`src/rtl/x_alp_exit_ctrl.sv`:
```
// Multi-channel exit controller: aggregates NUM_CH exit sources under a first/all
// completion policy with a watchdog, and presents one sticky registered exit event.
//   state | meaning
//   RUN   | collecting channel exits, watchdog counting
//   DONE  | exit event latched, all outputs and done mask frozen until clear_i
module x_alp_exit_ctrl #(
  parameter int                NUM_CH       = 4,
  parameter int                DATA_W       = 32,
  parameter int                ALL_MODE     = 0,
  parameter int                TIMEOUT_W    = 32,
  parameter logic [DATA_W-1:0] TIMEOUT_CODE = '1,
  localparam int               CH_W         = (NUM_CH > 1) ? $clog2(NUM_CH) : 1
) (
  input  logic                     clk_i,
  input  logic                     rst_i,
  input  logic [NUM_CH-1:0]        ch_exit_valid_i,
  input  logic [NUM_CH*DATA_W-1:0] ch_exit_value_i,
  input  logic [TIMEOUT_W-1:0]     timeout_cycles_i,
  input  logic                     clear_i,
  output logic                     exit_valid_o,
  output logic [DATA_W-1:0]        exit_value_o,
  output logic [CH_W-1:0]          exit_ch_o,
  output logic                     exit_timeout_o,
  output logic [NUM_CH-1:0]        done_mask_o
);

  typedef enum logic {RUN, DONE} state_t;

  state_t              state_q, state_d;
  logic [NUM_CH-1:0]   done_mask_q, done_mask_d;
  logic [TIMEOUT_W-1:0] cnt_q, cnt_d;
  logic [DATA_W-1:0]   cap_q [NUM_CH];
  logic [DATA_W-1:0]   cap_d [NUM_CH];
  logic                exit_valid_q, exit_valid_d;
  logic [DATA_W-1:0]   exit_value_q, exit_value_d;
  logic [CH_W-1:0]     exit_ch_q, exit_ch_d;
  logic                exit_timeout_q, exit_timeout_d;

  logic [NUM_CH-1:0]    new_mask;
  logic [NUM_CH-1:0]    mask_nxt;
  logic [CH_W-1:0]      win_ch;
  logic [DATA_W-1:0]    win_val;
  logic [DATA_W-1:0]    eff_val;
  logic [DATA_W-1:0]    ff_val;
  logic [TIMEOUT_W-1:0] cnt_inc;
  logic                 ch_end;
  logic                 wd_fire;

  always_ff @(posedge clk_i or posedge rst_i) begin
    if (rst_i) begin
      state_q        <= RUN;
      done_mask_q    <= '0;
      cnt_q          <= '0;
      exit_valid_q   <= 1'b0;
      exit_value_q   <= '0;
      exit_ch_q      <= '0;
      exit_timeout_q <= 1'b0;
      for (int i = 0; i < NUM_CH; i++) cap_q[i] <= '0;
    end else begin
      state_q        <= state_d;
      done_mask_q    <= done_mask_d;
      cnt_q          <= cnt_d;
      exit_valid_q   <= exit_valid_d;
      exit_value_q   <= exit_value_d;
      exit_ch_q      <= exit_ch_d;
      exit_timeout_q <= exit_timeout_d;
      for (int i = 0; i < NUM_CH; i++) cap_q[i] <= cap_d[i];
    end
  end

  always_comb begin
    new_mask = '0;
    if (state_q == RUN) new_mask = ch_exit_valid_i & ~done_mask_q;
    mask_nxt = done_mask_q | new_mask;

    // Descending scans leave the lowest qualifying index as the final assignment.
    win_ch  = '0;
    win_val = '0;
    ff_val  = '0;
    eff_val = '0;
    for (int i = NUM_CH - 1; i >= 0; i--) begin
      if (new_mask[i]) begin
        win_ch  = CH_W'(i);
        win_val = ch_exit_value_i[i*DATA_W +: DATA_W];
      end
      eff_val = new_mask[i] ? ch_exit_value_i[i*DATA_W +: DATA_W] : cap_q[i];
      if (eff_val != '0) ff_val = eff_val;
    end

    if (ALL_MODE != 0) ch_end = (new_mask != '0) && (&mask_nxt);
    else               ch_end = (new_mask != '0);

    cnt_inc = cnt_q + TIMEOUT_W'(1);
    wd_fire = (timeout_cycles_i != '0) && (cnt_inc == timeout_cycles_i);

    state_d        = state_q;
    done_mask_d    = done_mask_q;
    cnt_d          = cnt_q;
    cap_d          = cap_q;
    exit_valid_d   = exit_valid_q;
    exit_value_d   = exit_value_q;
    exit_ch_d      = exit_ch_q;
    exit_timeout_d = exit_timeout_q;

    if (clear_i) begin
      state_d        = RUN;
      done_mask_d    = '0;
      cnt_d          = '0;
      exit_valid_d   = 1'b0;
      exit_value_d   = '0;
      exit_ch_d      = '0;
      exit_timeout_d = 1'b0;
      for (int i = 0; i < NUM_CH; i++) cap_d[i] = '0;
    end else if (state_q == RUN) begin
      done_mask_d = mask_nxt;
      cnt_d       = cnt_inc;
      for (int i = 0; i < NUM_CH; i++)
        if (new_mask[i]) cap_d[i] = ch_exit_value_i[i*DATA_W +: DATA_W];
      // Channel completion takes priority over a watchdog expiring in the same cycle.
      if (ch_end) begin
        state_d        = DONE;
        exit_valid_d   = 1'b1;
        exit_value_d   = (ALL_MODE != 0) ? ff_val : win_val;
        exit_ch_d      = win_ch;
        exit_timeout_d = 1'b0;
      end else if (wd_fire) begin
        state_d        = DONE;
        exit_valid_d   = 1'b1;
        exit_value_d   = TIMEOUT_CODE;
        exit_ch_d      = '0;
        exit_timeout_d = 1'b1;
      end
    end
  end

  assign exit_valid_o   = exit_valid_q;
  assign exit_value_o   = exit_value_q;
  assign exit_ch_o      = exit_ch_q;
  assign exit_timeout_o = exit_timeout_q;
  assign done_mask_o    = done_mask_q;

endmodule

```
`config.mk`:
```
export PLATFORM = sky130hd
export DESIGN_NAME = x_alp_exit_ctrl
export DESIGN_NICKNAME = d
export VERILOG_FILES = /design/src/rtl/x_alp_exit_ctrl.sv
export SDC_FILE = /design/constraint.sdc
export NUM_CORES = 1
export LEC_CHECK = 0
export BUFFER_PORTS_ARGS = -buffer_cell sky130_fd_sc_hd__buf_2
export CAP_MARGIN = 20
export CORE_MARGIN = 3
export CORE_UTILIZATION = 50
export CTS_CLUSTER_DIAMETER = 100
export DETAILED_ROUTE_END_ITERATION = 7
export GPL_TIMING_DRIVEN = 0
export PLACE_DENSITY = 0.79
export RECOVER_POWER = 50
export SETUP_SLACK_MARGIN = 0.3
export SLEW_MARGIN = 20
export SYNTH_ARGS = -nofsm -noshare
export SYNTH_HDL_FRONTEND = slang
export SYNTH_SLANG_ARGS = --single-unit
```
`constraint.sdc`:
```
create_clock -name clk_i -period 4.2 [get_ports clk_i]
set_input_delay 0.63 -clock clk_i [delete_from_list [all_inputs] [get_ports clk_i]]
set_output_delay 0.63 -clock clk_i [all_outputs]
set_load 0.02 [all_outputs]
```
# Word level (Yosys, flattened, before mapping)
# Index checks and enable logic that the tools add are counted.
totals:
  reg_bits: 73
  latch_bits: 0
  mem_bits_rw: 0
  rom_bits: 0
  inputBits: 167
  output_inout_bits: 40
  n_memories: 0
classes:
  n_addsub: 1
  multipliers: 0
  div_mod_pow: 0
  magnitude_cmp: 0
  eq_ne: 2
  shift: 0
  mux: 32
  bitwise: 3
  reduce_logical: 5
ops:
  columns: ["operator", "count"]
  rows:
  - ["32-bit 2-to-1 mux", 10]
  - ["32-bit by 1-bit adder with 32-bit output (second input constant)", 1]
  - ["32-bit == test", 1]
  - ["32-bit nonzero test", 1]
  - ["2-bit 2-to-1 mux", 8]
  - ["4-bit 2-to-1 mux", 3]
  - ["1-bit 2-to-1 mux", 11]
  - ["4-bit AND", 1]
  - ["4-bit NOT", 1]
  - ["4-bit OR", 1]
  - ["4-bit nonzero test", 1]
  - ["3-bit nonzero test", 1]
  - ["2-bit inequality test (second input constant)", 1]
  - ["2-bit AND reduction", 1]
  - ["1-bit logical AND", 1]

# Logic depth before layout (Yosys ltp)
# Gate-level depths: netlist of run 1.
logic_depth:
  ltp_word: 10
  depth_mapped: 11
  depth_no_buf: 9

# Least setup slack after synthesis of run 1
# OpenSTA, ideal clock, no wires.
synth_timing:
  path_type: "register to register"
  start: "register cnt_q[0]"
  end: "register exit_ch_q[0], in the netlist exit_ch_o[0]"
  setup_ns: 0.120
  t_arrival_ns: 2.814
  setup_slack_ns: 1.266
  stages_incl_launch_ff: 10
  path_buffers: 0
  period_less_slack_ns: 2.934
  cell_sequence: "dfrtp_1 -> ha_1 -> nand3_1 -> or3_1 -> o21a_1 -> o311ai_2 -> nand2_1 -> or4_1 -> or3b_1 -> a41o_1"
synth_between:
  elab_chain_cells: 5
synth_rtl:
  columns: ["item", "line_no", "rtl"]
  rows:
  - ["from (decl)", "31", "logic [TIMEOUT_W-1:0] cnt_q, cnt_d;"]
  - ["from (signal assigned)", "62", "cnt_q <= cnt_d;"]
  - ["32-bit by 1-bit adder with 32-bit output", "93", "cnt_inc = cnt_q + TIMEOUT_W'(1);"]
  - ["32-bit == test", "94", "wd_fire = (timeout_cycles_i != '0) && (cnt_inc == timeout_cycles_i);"]
  - ["1-bit logical AND", "94", null]
  - ["3-bit nonzero test (no source line)", null, null]
  - ["2-bit AND reduction (no source line)", null, null]
  - ["to (signal assigned)", "65", "exit_ch_q <= exit_ch_d;"]
  - ["to (decl)", "36", "logic [CH_W-1:0] exit_ch_q, exit_ch_d;"]
# Every way passes these cells.
# A chain may end at the register's enable or synchronous reset.

# Final worst setup path of run 1
layout_timing:
  start: "register cnt_q[0]"
  end: "register exit_value_q[25], in the netlist exit_value_o[25]"
layout_between:
  elab_chain_cells: 5
layout_rtl:
  columns: ["item", "line_no", "rtl"]
  rows:
  - ["32-bit by 1-bit adder with 32-bit output", "93", null]
  - ["32-bit == test", "94", null]
  - ["1-bit logical AND", "94", null]
  - ["3-bit nonzero test (no source line)", null, null]
  - ["2-bit AND reduction (no source line)", null, null]
  - ["to (signal assigned)", "64", "exit_value_q <= exit_value_d;"]
  - ["to (decl)", "35", "logic [DATA_W-1:0] exit_value_q, exit_value_d;"]
# Every way passes these cells.

==> impl_metrics.xml, run 1 <==
<?xml version="1.0" encoding="UTF-8"?>
<metrics>
  <group name="outcome">
    <metric name="run_status" unit="">complete, but fails checks</metric>
    <metric name="violated_checks" unit="">max-capacitance violations, max-slew violations</metric>
  </group>
  <group name="layout">
    <metric name="layout.nets" unit="">1034</metric>
    <metric name="drive_above_1_share" unit="%">26.3</metric>
    <metric name="antenna_diode_instance_count" unit="">0</metric>
    <metric name="syn_to_final_growth" unit="%">26.7</metric>
    <metric name="final_cell_count_no_fill" unit="">1004</metric>
  </group>
  <group name="global_routing">
    <metric name="grt_pass1_wl" unit="um">28800</metric>
    <metric name="number_of_antenna_violations_at_the_first_check_in_global_routing" unit="">0</metric>
    <metric name="gr-total-overflow" unit="">0</metric>
    <metric name="grt_usage" unit="%">31.0</metric>
    <metric name="grt_start_max_net_pins" unit="">58</metric>
    <metric name="grt_pass1_vias" unit="">5883</metric>
  </group>
  <group name="placement">
    <metric name="post-place-cells" unit="">988</metric>
    <metric name="port_buffers" unit="">205</metric>
    <metric name="gp_congestion" unit="">0.940</metric>
    <metric name="hpwl_dp" unit="um">14400</metric>
  </group>
  <group name="setup_path">
    <metric name="critical_path.n_buffers_inverters" unit="">2</metric>
    <metric name="critical_path.max_stage_delay" unit="ns">0.67</metric>
    <metric name="r2r_slack" unit="ns">0.64</metric>
    <metric name="rr_worst_depth" unit="">11</metric>
    <metric name="worst_ep_required_time" unit="ns">4.49</metric>
    <metric name="critical_path_cell_count" unit="">11</metric>
    <metric name="worst_path_max_delay_cell" unit="">sky130_fd_sc_hd__nor4_1</metric>
    <metric name="worstSetupStartpointType" unit="">flop</metric>
    <metric name="crit-reg2reg-launch" unit="">cnt_q[0]$_DFFE_PP0P_</metric>
    <metric name="crit_path_cell_trace" unit="">ha_1 -&gt; nand3_1 -&gt; clkbuf_1 -&gt; nor4_1 -&gt; and4b_1 -&gt; a31oi_1 -&gt; a21oi_1 -&gt; nand4_2 -&gt; a21oi_4 -&gt; buf_6 -&gt; o21a_1</metric>
    <metric name="worst-setup-path-type" unit="">reg2reg</metric>
    <metric name="critPathTopFamily" unit="">simple AND/OR/NAND/NOR gates</metric>
    <metric name="critical_path_arrival" unit="ns">3.85</metric>
    <metric name="regToRegEndpoint" unit="">exit_value_o[25]$_DFFE_PP0P_</metric>
    <metric name="crit_path_max_fanout" unit="">10</metric>
    <metric name="cp-end-kind" unit="">flop</metric>
  </group>
  <group name="floorplanning">
    <metric name="core" unit="mm2">0.0100</metric>
    <metric name="row_count" unit="">36</metric>
    <metric name="die_outline_width" unit="um">109</metric>
    <metric name="chipHeight" unit="um">109</metric>
    <metric name="dieArea" unit="mm2">0.0118</metric>
    <metric name="pin_count" unit="">207</metric>
    <metric name="initial_utilization" unit="%">52.7</metric>
  </group>
  <group name="logic_synthesis">
    <metric name="postSynthCellCount" unit="">649</metric>
    <metric name="post_syn_area" unit="mm2">0.00527</metric>
    <metric name="number_of_warning_messages_in_the_yosys_log" unit="">0</metric>
    <metric name="async_reset_ff_share" unit="%">100</metric>
    <metric name="synth_area_per_cell" unit="um2">8.11</metric>
    <metric name="synth.largest_area_cell" unit="">sky130_fd_sc_hd__dfrtp_1</metric>
    <metric name="flip_flop_cell_with_the_highest_count_after_synthesis" unit="">sky130_fd_sc_hd__dfrtp_1</metric>
    <metric name="synth-seq-cells" unit="">73</metric>
    <metric name="postSynthNetCount" unit="">817</metric>
    <metric name="seq_area_frac_synth" unit="%">34.7</metric>
    <metric name="synth_enable_flop_cells" unit="">0</metric>
    <metric name="synthDistinctLibCells" unit="">62</metric>
    <metric name="synth.area.top_cells" unit="">sky130_fd_sc_hd__dfrtp_1 (35%), sky130_fd_sc_hd__nor2_1 (8.6%), sky130_fd_sc_hd__xnor2_1 (5.5%), sky130_fd_sc_hd__xor2_1 (5.3%), sky130_fd_sc_hd__o21a_1 (4.8%)</metric>
    <metric name="synth_top_area_share" unit="%">34.7</metric>
  </group>
  <group name="pwr">
    <metric name="switching_share" unit="%">33.7</metric>
    <metric name="leakage" unit="nW">3.05</metric>
    <metric name="combPwrFrac" unit="%">28.1</metric>
    <metric name="power.clock.fraction" unit="%">31.9</metric>
    <metric name="seqPwrFrac" unit="%">40.0</metric>
    <metric name="net-switching-power" unit="uW">665</metric>
    <metric name="max-vdd-ir-drop" unit="mV">0.210</metric>
    <metric name="power.density" unit="mW/mm2">296</metric>
    <metric name="cellInternalPower" unit="mW">1.31</metric>
  </group>
  <group name="hold_path">
    <metric name="min-delay-path-class" unit="">in2async</metric>
  </group>
  <group name="clock_network">
    <metric name="cts-resized-gates" unit="">0</metric>
    <metric name="cts_sinks" unit="">73</metric>
    <metric name="cts_htree_levels" unit="">3</metric>
    <metric name="cts_buffer_count" unit="">9</metric>
    <metric name="worst_setup_hold_path_clk_slew" unit="ns">0.09</metric>
    <metric name="cts_setup_buffers" unit="">0</metric>
    <metric name="clock_tree.buffer_depth" unit="">2</metric>
    <metric name="clock_tree_from_tritoncts" unit="">built</metric>
    <metric name="clock_insertion_delay_worst_skew" unit="ns">0.36</metric>
    <metric name="hold_bufs_inserted_after_cts" unit="">0</metric>
    <metric name="cts.root.buffer_cell" unit="">sky130_fd_sc_hd__clkbuf_8</metric>
  </group>
  <group name="route">
    <metric name="firstDrtPassIters" unit="">5</metric>
    <metric name="routed-via-count" unit="">5945</metric>
    <metric name="drt_wl_total" unit="um">18000</metric>
    <metric name="routed_via_density" unit="">5.92</metric>
    <metric name="drcViolationCount" unit="">0</metric>
    <metric name="route.antenna.remaining_nets" unit="">0</metric>
    <metric name="dr.first_iter.drc_count" unit="">455</metric>
    <metric name="routed_wire_length_per_instance" unit="um">17.9</metric>
  </group>
  <group name="sta">
    <metric name="max_frequency" unit="GHz">0.281</metric>
    <metric name="post-route-period-util" unit="%">84.8</metric>
    <metric name="grt_setup_unrepaired" unit="">false</metric>
    <metric name="finalSetupViolCount" unit="">0</metric>
    <metric name="fin_skew" unit="ns">0.0187</metric>
    <metric name="max_slew_margin" unit="%">-70.1</metric>
    <metric name="period_needed" unit="ns">3.56</metric>
    <metric name="hold_viol_final" unit="">0</metric>
    <metric name="worst_slew_pin_slew" unit="ns">2.55</metric>
    <metric name="finalMaxSlewViolations" unit="">58</metric>
    <metric name="finalSetupTns" unit="ns">0</metric>
  </group>
  <group name="run">
    <metric name="max_cap_violations" unit="">1</metric>
  </group>
</metrics>
-- power by group through the flow --
| stage | clock network (mW) | logic [mW] | registers (mW) |
|---|---|---|---|
| floorplan | 0 | 0.275 | 0.855 |
| global placement | 0 | 0.545 | 0.798 |
| detailed placement | 0 | 0.558 | 0.801 |
| CTS | 0.635 | 0.561 | 0.788 |
| global route | 0.659 | 0.605 | 0.796 |
| finish | 0.629 | 0.554 | 0.789 |
-- worst max path at each step --
stage | start | endpoint | slack (ns)
CTS | cnt_q[0]$_DFFE_PP0P_ | exit_value_o[25]$_DFFE_PP0P_ | 0.69
global placement | cnt_q[0]$_DFFE_PP0P_ | exit_value_o[21]$_DFFE_PP0P_ | 0.67
finish | cnt_q[0]$_DFFE_PP0P_ | exit_value_o[25]$_DFFE_PP0P_ | 0.64
floorplan | cnt_q[0]$_DFFE_PP0P_ | exit_ch_o[0]$_DFFE_PP0P_ | 1.27
detailed placement | cnt_q[0]$_DFFE_PP0P_ | exit_value_o[25]$_DFFE_PP0P_ | 0.72
global route | rst_i | cnt_q[30]$_DFFE_PP0P_ | 0.30
-- through the flow --
step,area (um2),util [%],setup WS [ns],total power [mW],hold slack [ns]
final,6670,66.7,0.637,1.97,0.338
after global routing,6670,66.7,0.300,2.06,0.382
after CTS,6710,67.1,0.692,1.98,0.192
after detailed placement,6490,64.9,0.717,1.36,0.476
after global placement,6460,64.6,0.669,1.34,0.468
after floorplan,5270,-,1.27,1.13,0.529
-- final cells by class --
class / instances / area (um2)
inverters: 9 / 35.0
multi-input cells: 523 / 3220
well taps: 133 / 166
clock inverters: 6 / 91.3
repair buffers: 206 / 1010
plain buffers: 44 / 196
clock buffers: 10 / 128
fillers: 914 / 3330
flip-flops and latches: 73 / 1830
-- state kept, by name, indices dropped and copies added, names as in the netlist --
signal / count
exit_timeout_o: 1
exit_valid_o: 1
exit_ch_o: 2
exit_value_o: 32
state_q: 1
done_mask_o: 4
cnt_q: 32
-- cell usage in the layout (no fill, tap or decap), types with 32 or more instances in the layout --
cell type and count:
sky130_fd_sc_hd__xnor2_1 33, sky130_fd_sc_hd__clkbuf_1 48, sky130_fd_sc_hd__o21a_1 34, sky130_fd_sc_hd__xor2_1 32
sky130_fd_sc_hd__buf_2 190, sky130_fd_sc_hd__nor2_1 120, sky130_fd_sc_hd__a21oi_1 45, sky130_fd_sc_hd__o22ai_1 34
sky130_fd_sc_hd__nor3_1 49, sky130_fd_sc_hd__dfrtp_1 73
-- cell families after synthesis --
logic type      after synthesis  synth area share, %
simple gates                298                 29.4
buf+inv                      53                 4.37
xor+xnor                     65                 10.8
mux                           5                0.998
flops                        73                 34.7
compound gates              154                 19.5
fa+ha+maj                     1                0.238
-- layer usage --
| layer | GRT usage (%) | routed length (um) | vias up |
|---|---|---|---|
| met1 | 41.8 | 7720 | 2831 |
| met2 | 51.0 | 8560 | 282 |
| met5 | 0 | 0 | - |
| met4 | 10.7 | 382 | 0 |
| met3 | 4.74 | 1290 | 35 |
| li1 | - | - | 2797 |
-- cells in the mapped netlist, types with 5 or more instances --
master,count
sky130_fd_sc_hd__nor3_1,49
sky130_fd_sc_hd__o21a_1,34
sky130_fd_sc_hd__nand4_1,12
sky130_fd_sc_hd__a21oi_1,45
sky130_fd_sc_hd__buf_1,7
sky130_fd_sc_hd__nor4_1,17
sky130_fd_sc_hd__inv_1,8
sky130_fd_sc_hd__nand2b_1,5
sky130_fd_sc_hd__buf_2,5
sky130_fd_sc_hd__nand3_1,19
sky130_fd_sc_hd__o21ai_0,6
sky130_fd_sc_hd__xor2_1,32
sky130_fd_sc_hd__o22ai_1,34
sky130_fd_sc_hd__or3_1,7
sky130_fd_sc_hd__nor2_1,120
sky130_fd_sc_hd__dfrtp_1,73
sky130_fd_sc_hd__a31oi_1,6
sky130_fd_sc_hd__xnor2_1,33
sky130_fd_sc_hd__nand2_1,25
sky130_fd_sc_hd__clkbuf_1,27
sky130_fd_sc_hd__nor2b_1,5
Power figures use the tool's default switching activity.
==> run 2: changes to the inputs <==
--- a/config.mk
+++ b/config.mk
@@ -8,11 +8,11 @@
 export BUFFER_PORTS_ARGS = -buffer_cell sky130_fd_sc_hd__buf_2
 export CAP_MARGIN = 20
 export CORE_MARGIN = 3
-export CORE_UTILIZATION = 50
+export CORE_UTILIZATION = 45
 export CTS_CLUSTER_DIAMETER = 100
 export DETAILED_ROUTE_END_ITERATION = 7
 export GPL_TIMING_DRIVEN = 0
-export PLACE_DENSITY = 0.79
+export PLACE_DENSITY = 0.75
 export RECOVER_POWER = 50
 export SETUP_SLACK_MARGIN = 0.3
 export SLEW_MARGIN = 20
==> constraint.sdc (replaced) <==
create_clock -name clk_i -period 3.1 [get_ports clk_i]
set_input_delay 0.465 -clock clk_i [delete_from_list [all_inputs] [get_ports clk_i]]
set_output_delay 0.465 -clock clk_i [all_outputs]
set_load 0.02 [all_outputs]
==> run 2 against run 1 <==
- the flow still finishes with violations (max-capacitance violations, max-slew violations)
- sequential power grew 36%
- register-to-register slack lost 0.46 ns
- cell count grew 6.3%
- critical path depth shrank 2
- sequential share of layout area shrank 3.2 points
- first-iteration DRC count grew 23%
- global-route usage shrank 0.16 points
- non-clock buffer count grew 56
- critical endpoint is now exit_ch_o[1]$_DFFE_PP0P_
- count of clock-buffer cells in the layout is the same
- flip-flop and latch count is the same
==> impl_metrics.xml, run 2 (synthesis gave the netlist of run 1 again) <==
<?xml version="1.0" encoding="UTF-8"?>
<metrics>
  <group name="placement">
    <metric name="port_buffers" unit="">205</metric>
    <metric name="hpwl_dp" unit="um">14500</metric>
    <metric name="gp_congestion" unit="">0.986</metric>
  </group>
  <group name="sta">
    <metric name="finalSetupViolCount" unit="">0</metric>
    <metric name="holdWs" unit="ns">0.407</metric>
    <metric name="finalMaxSlewViolations" unit="">41</metric>
    <metric name="max_slew_margin" unit="%">-21.5</metric>
    <metric name="hold_viol_final" unit="">0</metric>
    <metric name="period_needed" unit="ns">2.93</metric>
    <metric name="finalSetupTns" unit="ns">0</metric>
    <metric name="post-route-period-util" unit="%">94.4</metric>
    <metric name="worst_slew_pin_slew" unit="ns">1.81</metric>
    <metric name="grt_setup_unrepaired" unit="">true</metric>
    <metric name="fin_skew" unit="ns">0.00687</metric>
    <metric name="max_frequency" unit="GHz">0.342</metric>
  </group>
  <group name="global_routing">
    <metric name="grt_pass1_wl" unit="um">32100</metric>
    <metric name="gr-total-overflow" unit="">0</metric>
    <metric name="grt_start_max_net_pins" unit="">41</metric>
    <metric name="number_of_antenna_violations_at_the_first_check_in_global_routing" unit="">0</metric>
    <metric name="grt_pass1_vias" unit="">6479</metric>
    <metric name="grt_usage" unit="%">30.9</metric>
  </group>
  <group name="setup_path">
    <metric name="worst_path_max_delay_cell" unit="">sky130_fd_sc_hd__or4_4</metric>
    <metric name="worst_ep_required_time" unit="ns">3.31</metric>
    <metric name="critical_path.max_stage_delay" unit="ns">0.57</metric>
    <metric name="r2r_slack" unit="ns">0.17</metric>
    <metric name="worstSetupStartpointType" unit="">flop</metric>
    <metric name="regToRegEndpoint" unit="">exit_ch_o[1]$_DFFE_PP0P_</metric>
    <metric name="rr_worst_depth" unit="">9</metric>
    <metric name="worst-setup-path-type" unit="">reg2reg</metric>
    <metric name="critPathTopFamily" unit="">simple AND/OR/NAND/NOR gates</metric>
    <metric name="cp-end-kind" unit="">flop</metric>
    <metric name="crit_path_cell_trace" unit="">nand4_4 -&gt; buf_4 -&gt; buf_4 -&gt; or3_1 -&gt; a211oi_1 -&gt; a31oi_1 -&gt; or4_4 -&gt; or3b_4 -&gt; a31o_1</metric>
    <metric name="critical_path.n_buffers_inverters" unit="">2</metric>
    <metric name="critical_path_arrival" unit="ns">3.14</metric>
    <metric name="cpMostUsedCell" unit="">sky130_fd_sc_hd__buf_4</metric>
    <metric name="crit_path_max_fanout" unit="">6</metric>
    <metric name="crit-reg2reg-launch" unit="">cnt_q[0]$_DFFE_PP0P_</metric>
  </group>
  <group name="clock_network">
    <metric name="cts.root.buffer_cell" unit="">sky130_fd_sc_hd__clkbuf_16</metric>
    <metric name="worst_setup_hold_path_clk_slew" unit="ns">0.06</metric>
    <metric name="clock_tree_from_tritoncts" unit="">built</metric>
    <metric name="cts_htree_levels" unit="">3</metric>
    <metric name="clock_tree.buffer_depth" unit="">2</metric>
    <metric name="cts_sinks" unit="">73</metric>
    <metric name="clock_insertion_delay_worst_skew" unit="ns">0.33</metric>
    <metric name="cts_buffer_count" unit="">9</metric>
  </group>
  <group name="pwr">
    <metric name="cellInternalPower" unit="mW">2.16</metric>
    <metric name="combPwrFrac" unit="%">27.2</metric>
    <metric name="max-vdd-ir-drop" unit="mV">0.313</metric>
    <metric name="power.clock.fraction" unit="%">38.2</metric>
    <metric name="net-switching-power" unit="uW">934</metric>
    <metric name="switching_share" unit="%">30.2</metric>
    <metric name="finalPower" unit="mW">3.09</metric>
    <metric name="power.density" unit="mW/mm2">407</metric>
    <metric name="seqPwrFrac" unit="%">34.6</metric>
    <metric name="leakage" unit="nW">3.49</metric>
  </group>
  <group name="route">
    <metric name="firstDrtPassIters" unit="">7</metric>
    <metric name="routed-via-count" unit="">6475</metric>
    <metric name="routed_wire_length_per_instance" unit="um">19.1</metric>
    <metric name="drcViolationCount" unit="">0</metric>
    <metric name="dr.first_iter.drc_count" unit="">558</metric>
    <metric name="route.antenna.remaining_nets" unit="">0</metric>
    <metric name="drt_wl_total" unit="um">20400</metric>
    <metric name="routed_via_density" unit="">6.07</metric>
  </group>
  <group name="hold_path">
    <metric name="min-delay-path-class" unit="">in2reg</metric>
    <metric name="hold_path_end" unit="">done_mask_o[0]$_DFFE_PP0P_</metric>
    <metric name="hold_start" unit="">ch_exit_valid_i[0]</metric>
    <metric name="worstHoldPathCells" unit="">3</metric>
  </group>
  <group name="layout">
    <metric name="antenna_diode_instance_count" unit="">0</metric>
    <metric name="syn_to_final_growth" unit="%">44.5</metric>
    <metric name="drive_above_1_share" unit="%">35.4</metric>
    <metric name="mostFrequentLayoutCells" unit="">sky130_fd_sc_hd__buf_2 (186), sky130_fd_sc_hd__nor2_1 (117), sky130_fd_sc_hd__dfrtp_1 (63)</metric>
    <metric name="finalCoreUtilization" unit="%">68.4</metric>
    <metric name="layout_commonest_cell" unit="">sky130_fd_sc_hd__buf_2</metric>
    <metric name="layout.nets" unit="">1091</metric>
  </group>
  <group name="floorplanning">
    <metric name="die_outline_width" unit="um">114</metric>
    <metric name="chipHeight" unit="um">114</metric>
    <metric name="initial_utilization" unit="%">47.3</metric>
    <metric name="row_count" unit="">38</metric>
    <metric name="dieArea" unit="mm2">0.0130</metric>
    <metric name="pin_count" unit="">207</metric>
    <metric name="core" unit="mm2">0.0111</metric>
  </group>
  <group name="outcome">
    <metric name="run_status" unit="">complete, but fails checks</metric>
    <metric name="violated_checks" unit="">max-capacitance violations, max-slew violations</metric>
  </group>
  <group name="run">
    <metric name="max_cap_violations" unit="">1</metric>
  </group>
</metrics>
==> run 2: how the worst max path moves through the flow <==
| stage | startpoint | endpoint | slack (ns) | cells past startpoint |
|---|---|---|---|---|
| 4_1_cts | cnt_q[5]$_DFFE_PP0P_ | exit_ch_o[1]$_DFFE_PP0P_ | 0.21 | 10 |
| 3_3_place_gp | rst_i | cnt_q[3]$_DFFE_PP0P_ | -0.36 | 2 |
| 3_5_place_dp | cnt_q[12]$_DFFE_PP0P_ | exit_ch_o[0]$_DFFE_PP0P_ | -0.30 | 9 |
| 2_1_floorplan | cnt_q[10]$_DFFE_PP0P_ | exit_ch_o[0]$_DFFE_PP0P_ | 0.30 | 10 |
| 6_report | cnt_q[0]$_DFFE_PP0P_ | exit_ch_o[1]$_DFFE_PP0P_ | 0.17 | 9 |
| 5_1_grt | cnt_q[10]$_DFFE_PP0P_ | exit_value_o[14]$_DFFE_PP0P_ | 0.09 | 13 |
==> run 2: cell type report <==
type	instances	area, um2
fillers	904	3510
multi-input cells	524	3440
flip-flops and latches	73	1840
repair buffers	262	1500
plain buffers	44	280
clock buffers	10	229
well taps	140	175
clock inverters	5	106
inverters	9	36.3
==> run 2: per-layer routing <==
metal	share of wire [%]	wire, um	global-route usage [%]	vias to the layer above
met4	3.2	661	12.5	0
met1	39	8030	39.4	3111
met5	0	0	0	-
li1	-	-	-	2917
met2	49	9940	51.6	390
met3	8.7	1780	5.81	57
==> run 2: stage by stage <==
step	instance area, um2	cells	setup WS [ns]
after global placement	6500	994	-0.365
after CTS	7490	1061	0.211
after global routing	7610	1067	0.0892
final	7610	1067	0.173
after detailed placement	6530	995	-0.304
after floorplan	5300	649	0.303
==> run 2: power by group through the flow <==
stage / combinational [mW] / clock (mW) / sequential (mW)
5_1_grt: 0.912 / 1.24 / 1.08
3_3_place_gp: 0.738 / 0 / 1.08
6_report: 0.841 / 1.18 / 1.07
3_5_place_dp: 0.754 / 0 / 1.09
4_1_cts: 0.812 / 1.19 / 1.07
2_1_floorplan: 0.374 / 0 / 1.16
==> run 2: worst register-to-register path: stages, from the launching register on <==
cell and delay, ns:
sky130_fd_sc_hd__dfrtp_2 0.43, sky130_fd_sc_hd__nand4_4 0.15, sky130_fd_sc_hd__buf_4 0.16, sky130_fd_sc_hd__buf_4 0.15
sky130_fd_sc_hd__or3_1 0.45, sky130_fd_sc_hd__a211oi_1 0.21, sky130_fd_sc_hd__a31oi_1 0.09, sky130_fd_sc_hd__or4_4 0.57
sky130_fd_sc_hd__or3b_4 0.40, sky130_fd_sc_hd__a31o_1 0.19
==> run 2: timing repair <==
action                     4_1_cts  5_1_grt
cloned                           3        1
pin swaps                       28       11
hold buffers                     0        0
setup endpoints to repair       41       37
gates resized for setup         52       26
setup buffers                   48        5
==> run 3: changes to the inputs <==
--- a/config.mk
+++ b/config.mk
@@ -7,7 +7,6 @@
 export LEC_CHECK = 0
 export BUFFER_PORTS_ARGS = -buffer_cell sky130_fd_sc_hd__buf_2
 export CAP_MARGIN = 20
-export CORE_MARGIN = 3
 export CORE_UTILIZATION = 45
 export CTS_CLUSTER_DIAMETER = 100
 export DETAILED_ROUTE_END_ITERATION = 7
==> run 3 against run 2 <==
- cell count decreased by 0.75%
- largest cell class unchanged
- global-route usage decreased by 0.19 points
- combinational power decreased by 3.9%
- sequential share of layout area increased by 0.52 points
- critical path type unchanged
- largest power group unchanged
- the run ends with design-rule violations left
- first-iteration DRC count decreased by 12%
- non-clock buffer count decreased by 11
- register-to-register slack about the same
- total power decreased by 2.3%
- flip-flop and latch count unchanged
- routed wire length decreased by 6.7%
- worst hold slack got worse by 0.19 ns
- clock power about the same
==> impl_metrics.xml, run 3 (synthesis gave the netlist of run 1 again) <==
<?xml version="1.0" encoding="UTF-8"?>
<metrics>
  <group name="outcome">
    <metric name="run_status" unit="">complete, but fails checks</metric>
    <metric name="violated_checks" unit="">design-rule violations</metric>
  </group>
  <group name="route">
    <metric name="routed-via-count" unit="">6085</metric>
    <metric name="route.antenna.remaining_nets" unit="">0</metric>
    <metric name="dr.first_iter.drc_count" unit="">493</metric>
    <metric name="firstDrtPassIters" unit="">7</metric>
    <metric name="drcViolationCount" unit="">2</metric>
    <metric name="drt_wl_total" unit="um">19000</metric>
    <metric name="routed_via_density" unit="">5.75</metric>
    <metric name="routed_wire_length_per_instance" unit="um">18.0</metric>
  </group>
  <group name="sta">
    <metric name="fin_skew" unit="ns">0.00594</metric>
    <metric name="hold_viol_final" unit="">0</metric>
    <metric name="worst_slew_pin_slew" unit="ns">1.45</metric>
    <metric name="post-route-period-util" unit="%">94.9</metric>
    <metric name="finalSetupTns" unit="ns">0</metric>
    <metric name="finalMaxSlewViolations" unit="">0</metric>
    <metric name="grt_setup_unrepaired" unit="">true</metric>
    <metric name="holdWs" unit="ns">0.213</metric>
    <metric name="max_frequency" unit="GHz">0.340</metric>
    <metric name="period_needed" unit="ns">2.94</metric>
    <metric name="finalSetupViolCount" unit="">0</metric>
    <metric name="max_slew_margin" unit="%">3.54</metric>
  </group>
  <group name="global_routing">
    <metric name="gr-total-overflow" unit="">0</metric>
    <metric name="grt_usage" unit="%">30.7</metric>
    <metric name="grt_start_max_net_pins" unit="">58</metric>
    <metric name="grt_pass1_vias" unit="">5746</metric>
    <metric name="number_of_antenna_violations_at_the_first_check_in_global_routing" unit="">0</metric>
    <metric name="grt_pass1_wl" unit="um">28000</metric>
  </group>
  <group name="floorplanning">
    <metric name="chipHeight" unit="um">110</metric>
    <metric name="core" unit="mm2">0.0114</metric>
    <metric name="row_count" unit="">39</metric>
    <metric name="die_outline_width" unit="um">110</metric>
    <metric name="initial_utilization" unit="%">46.1</metric>
    <metric name="pin_count" unit="">207</metric>
    <metric name="dieArea" unit="mm2">0.0121</metric>
  </group>
  <group name="placement">
    <metric name="hpwl_dp" unit="um">13500</metric>
    <metric name="port_buffers" unit="">205</metric>
    <metric name="gp_congestion" unit="">0.940</metric>
  </group>
  <group name="setup_path">
    <metric name="critical_path.max_stage_delay" unit="ns">0.44</metric>
    <metric name="r2r_slack" unit="ns">0.16</metric>
    <metric name="worst_path_max_delay_cell" unit="">sky130_fd_sc_hd__dfrtp_2</metric>
    <metric name="crit_path_max_fanout" unit="">10</metric>
    <metric name="worstSetupStartpointType" unit="">flop</metric>
    <metric name="worst_ep_required_time" unit="ns">3.33</metric>
    <metric name="worst-setup-path-type" unit="">reg2reg</metric>
    <metric name="crit_path_cell_trace" unit="">ha_4 -&gt; nand3_4 -&gt; clkbuf_4 -&gt; nor3_4 -&gt; mux2i_2 -&gt; nand4_1 -&gt; a2111oi_2 -&gt; and3_1 -&gt; or3b_4 -&gt; a41o_1</metric>
    <metric name="critical_path_arrival" unit="ns">3.17</metric>
    <metric name="cp-end-kind" unit="">flop</metric>
  </group>
  <group name="clock_network">
    <metric name="hold_bufs_inserted_after_cts" unit="">0</metric>
    <metric name="cts_htree_levels" unit="">3</metric>
    <metric name="worst_setup_hold_path_clk_slew" unit="ns">0.06</metric>
    <metric name="clock_tree.buffer_depth" unit="">2</metric>
    <metric name="cts_buffer_count" unit="">9</metric>
    <metric name="clock_tree_from_tritoncts" unit="">built</metric>
    <metric name="clock_insertion_delay_worst_skew" unit="ns">0.34</metric>
    <metric name="cts.root.buffer_cell" unit="">sky130_fd_sc_hd__clkbuf_16</metric>
    <metric name="cts_sinks" unit="">73</metric>
  </group>
  <group name="pwr">
    <metric name="cellInternalPower" unit="mW">2.07</metric>
    <metric name="switching_share" unit="%">31.7</metric>
    <metric name="max-vdd-ir-drop" unit="mV">0.436</metric>
    <metric name="combPwrFrac" unit="%">26.7</metric>
    <metric name="net-switching-power" unit="uW">957</metric>
    <metric name="power.clock.fraction" unit="%">37.9</metric>
    <metric name="power.density" unit="mW/mm2">406</metric>
    <metric name="leakage" unit="nW">3.44</metric>
    <metric name="seqPwrFrac" unit="%">35.4</metric>
  </group>
  <group name="layout">
    <metric name="sequential_cell_area_in_the_final_layout" unit="mm2">0.00184</metric>
    <metric name="mostFrequentLayoutCells" unit="">sky130_fd_sc_hd__buf_2 (187), sky130_fd_sc_hd__nor2_1 (118), sky130_fd_sc_hd__dfrtp_1 (64)</metric>
    <metric name="syn_to_final_growth" unit="%">41.4</metric>
    <metric name="area_occupied_by_multi_input_gates" unit="mm2">0.00347</metric>
    <metric name="fillerInstances" unit="">1026</metric>
    <metric name="antenna_diode_instance_count" unit="">0</metric>
    <metric name="finalCoreUtilization" unit="%">65.2</metric>
    <metric name="layout_commonest_cell" unit="">sky130_fd_sc_hd__buf_2</metric>
    <metric name="layout.nets" unit="">1079</metric>
    <metric name="drive_above_1_share" unit="%">35.2</metric>
  </group>
  <group name="hold_path">
    <metric name="min-delay-path-class" unit="">in2async</metric>
  </group>
  <group name="run">
    <metric name="max_cap_violations" unit="">0</metric>
  </group>
</metrics>
[run 3: power by group through the flow]
stage	combinational (mW)	clock, mW	sequential (mW)
floorplan	0.374	0	1.16
global placement	0.741	0	1.08
detailed placement	0.749	0	1.09
CTS	0.782	1.16	1.07
global route	0.883	1.20	1.08
finish	0.808	1.15	1.07
[run 3: repair_timing]
action,4_1_cts,5_1_grt
resized for setup,34,41
endpoints found under the setup margin,40,36
pin swaps,19,22
setup buffers,25,17
hold endpoints to repair,0,0
cloned,1,2
[run 3: layer usage]
metal / vias up / global-route usage [%] / share of wire [%] / wire length [um]
met2: 297 / 53.0 / 50 / 9510
met4: 0 / 16.0 / 4.2 / 804
met1: 2846 / 35.6 / 39 / 7420
met5: - / 0 / 0 / 0
li1: 2875 / - / - / -
met3: 67 / 6.64 / 6.8 / 1300
[run 3: through the flow]
step	instance area (um2)	instances	total power, mW	setup WS (ns)
CTS	7190	1040	3.01	0.207
global placement	6510	997	1.82	-0.418
detailed placement	6540	998	1.83	-0.298
finish	7440	1059	3.02	0.159
floorplan	5300	649	1.53	0.303
global route	7440	1059	3.16	0.0964
[run 3: worst paths after layout]
path                                                    from                           end  depth (start not counted)
worst max-delay path                    cnt_q[0]$_DFFE_PP0P_      exit_ch_o[0]$_DFFE_PP0P_                         10
worst min-delay path                                   rst_i          cnt_q[9]$_DFFE_PP0P_                          2
worst max register to register          cnt_q[0]$_DFFE_PP0P_      exit_ch_o[0]$_DFFE_PP0P_                         10
worst min register to register  exit_value_o[15]$_DFFE_PP0P_  exit_value_o[15]$_DFFE_PP0P_                          1
max in group asynchronous                              rst_i          cnt_q[0]$_DFFE_PP0P_                          3
min in group clk_i                        ch_exit_valid_i[0]    done_mask_o[0]$_DFFE_PP0P_                          3
[run 3: area by class of cell]
type	count	share of cell area, %
repair buffers	251	18.2
clock buffers	10	3.08
well taps	143	2.40
inverters	9	0.487
plain buffers	44	3.28
multi-input cells	523	46.6
clock inverters	6	1.23
flip-flops and latches	73	24.7
[run 3: worst max-delay path: cells and delay by family (launching register included)]
kind	cells	cell delay [ns]
fa+ha+maj	1	0.17
simple gates	5	1.15
flops	1	0.44
buf+inv	1	0.23
mux	1	0.31
compound gates	2	0.53
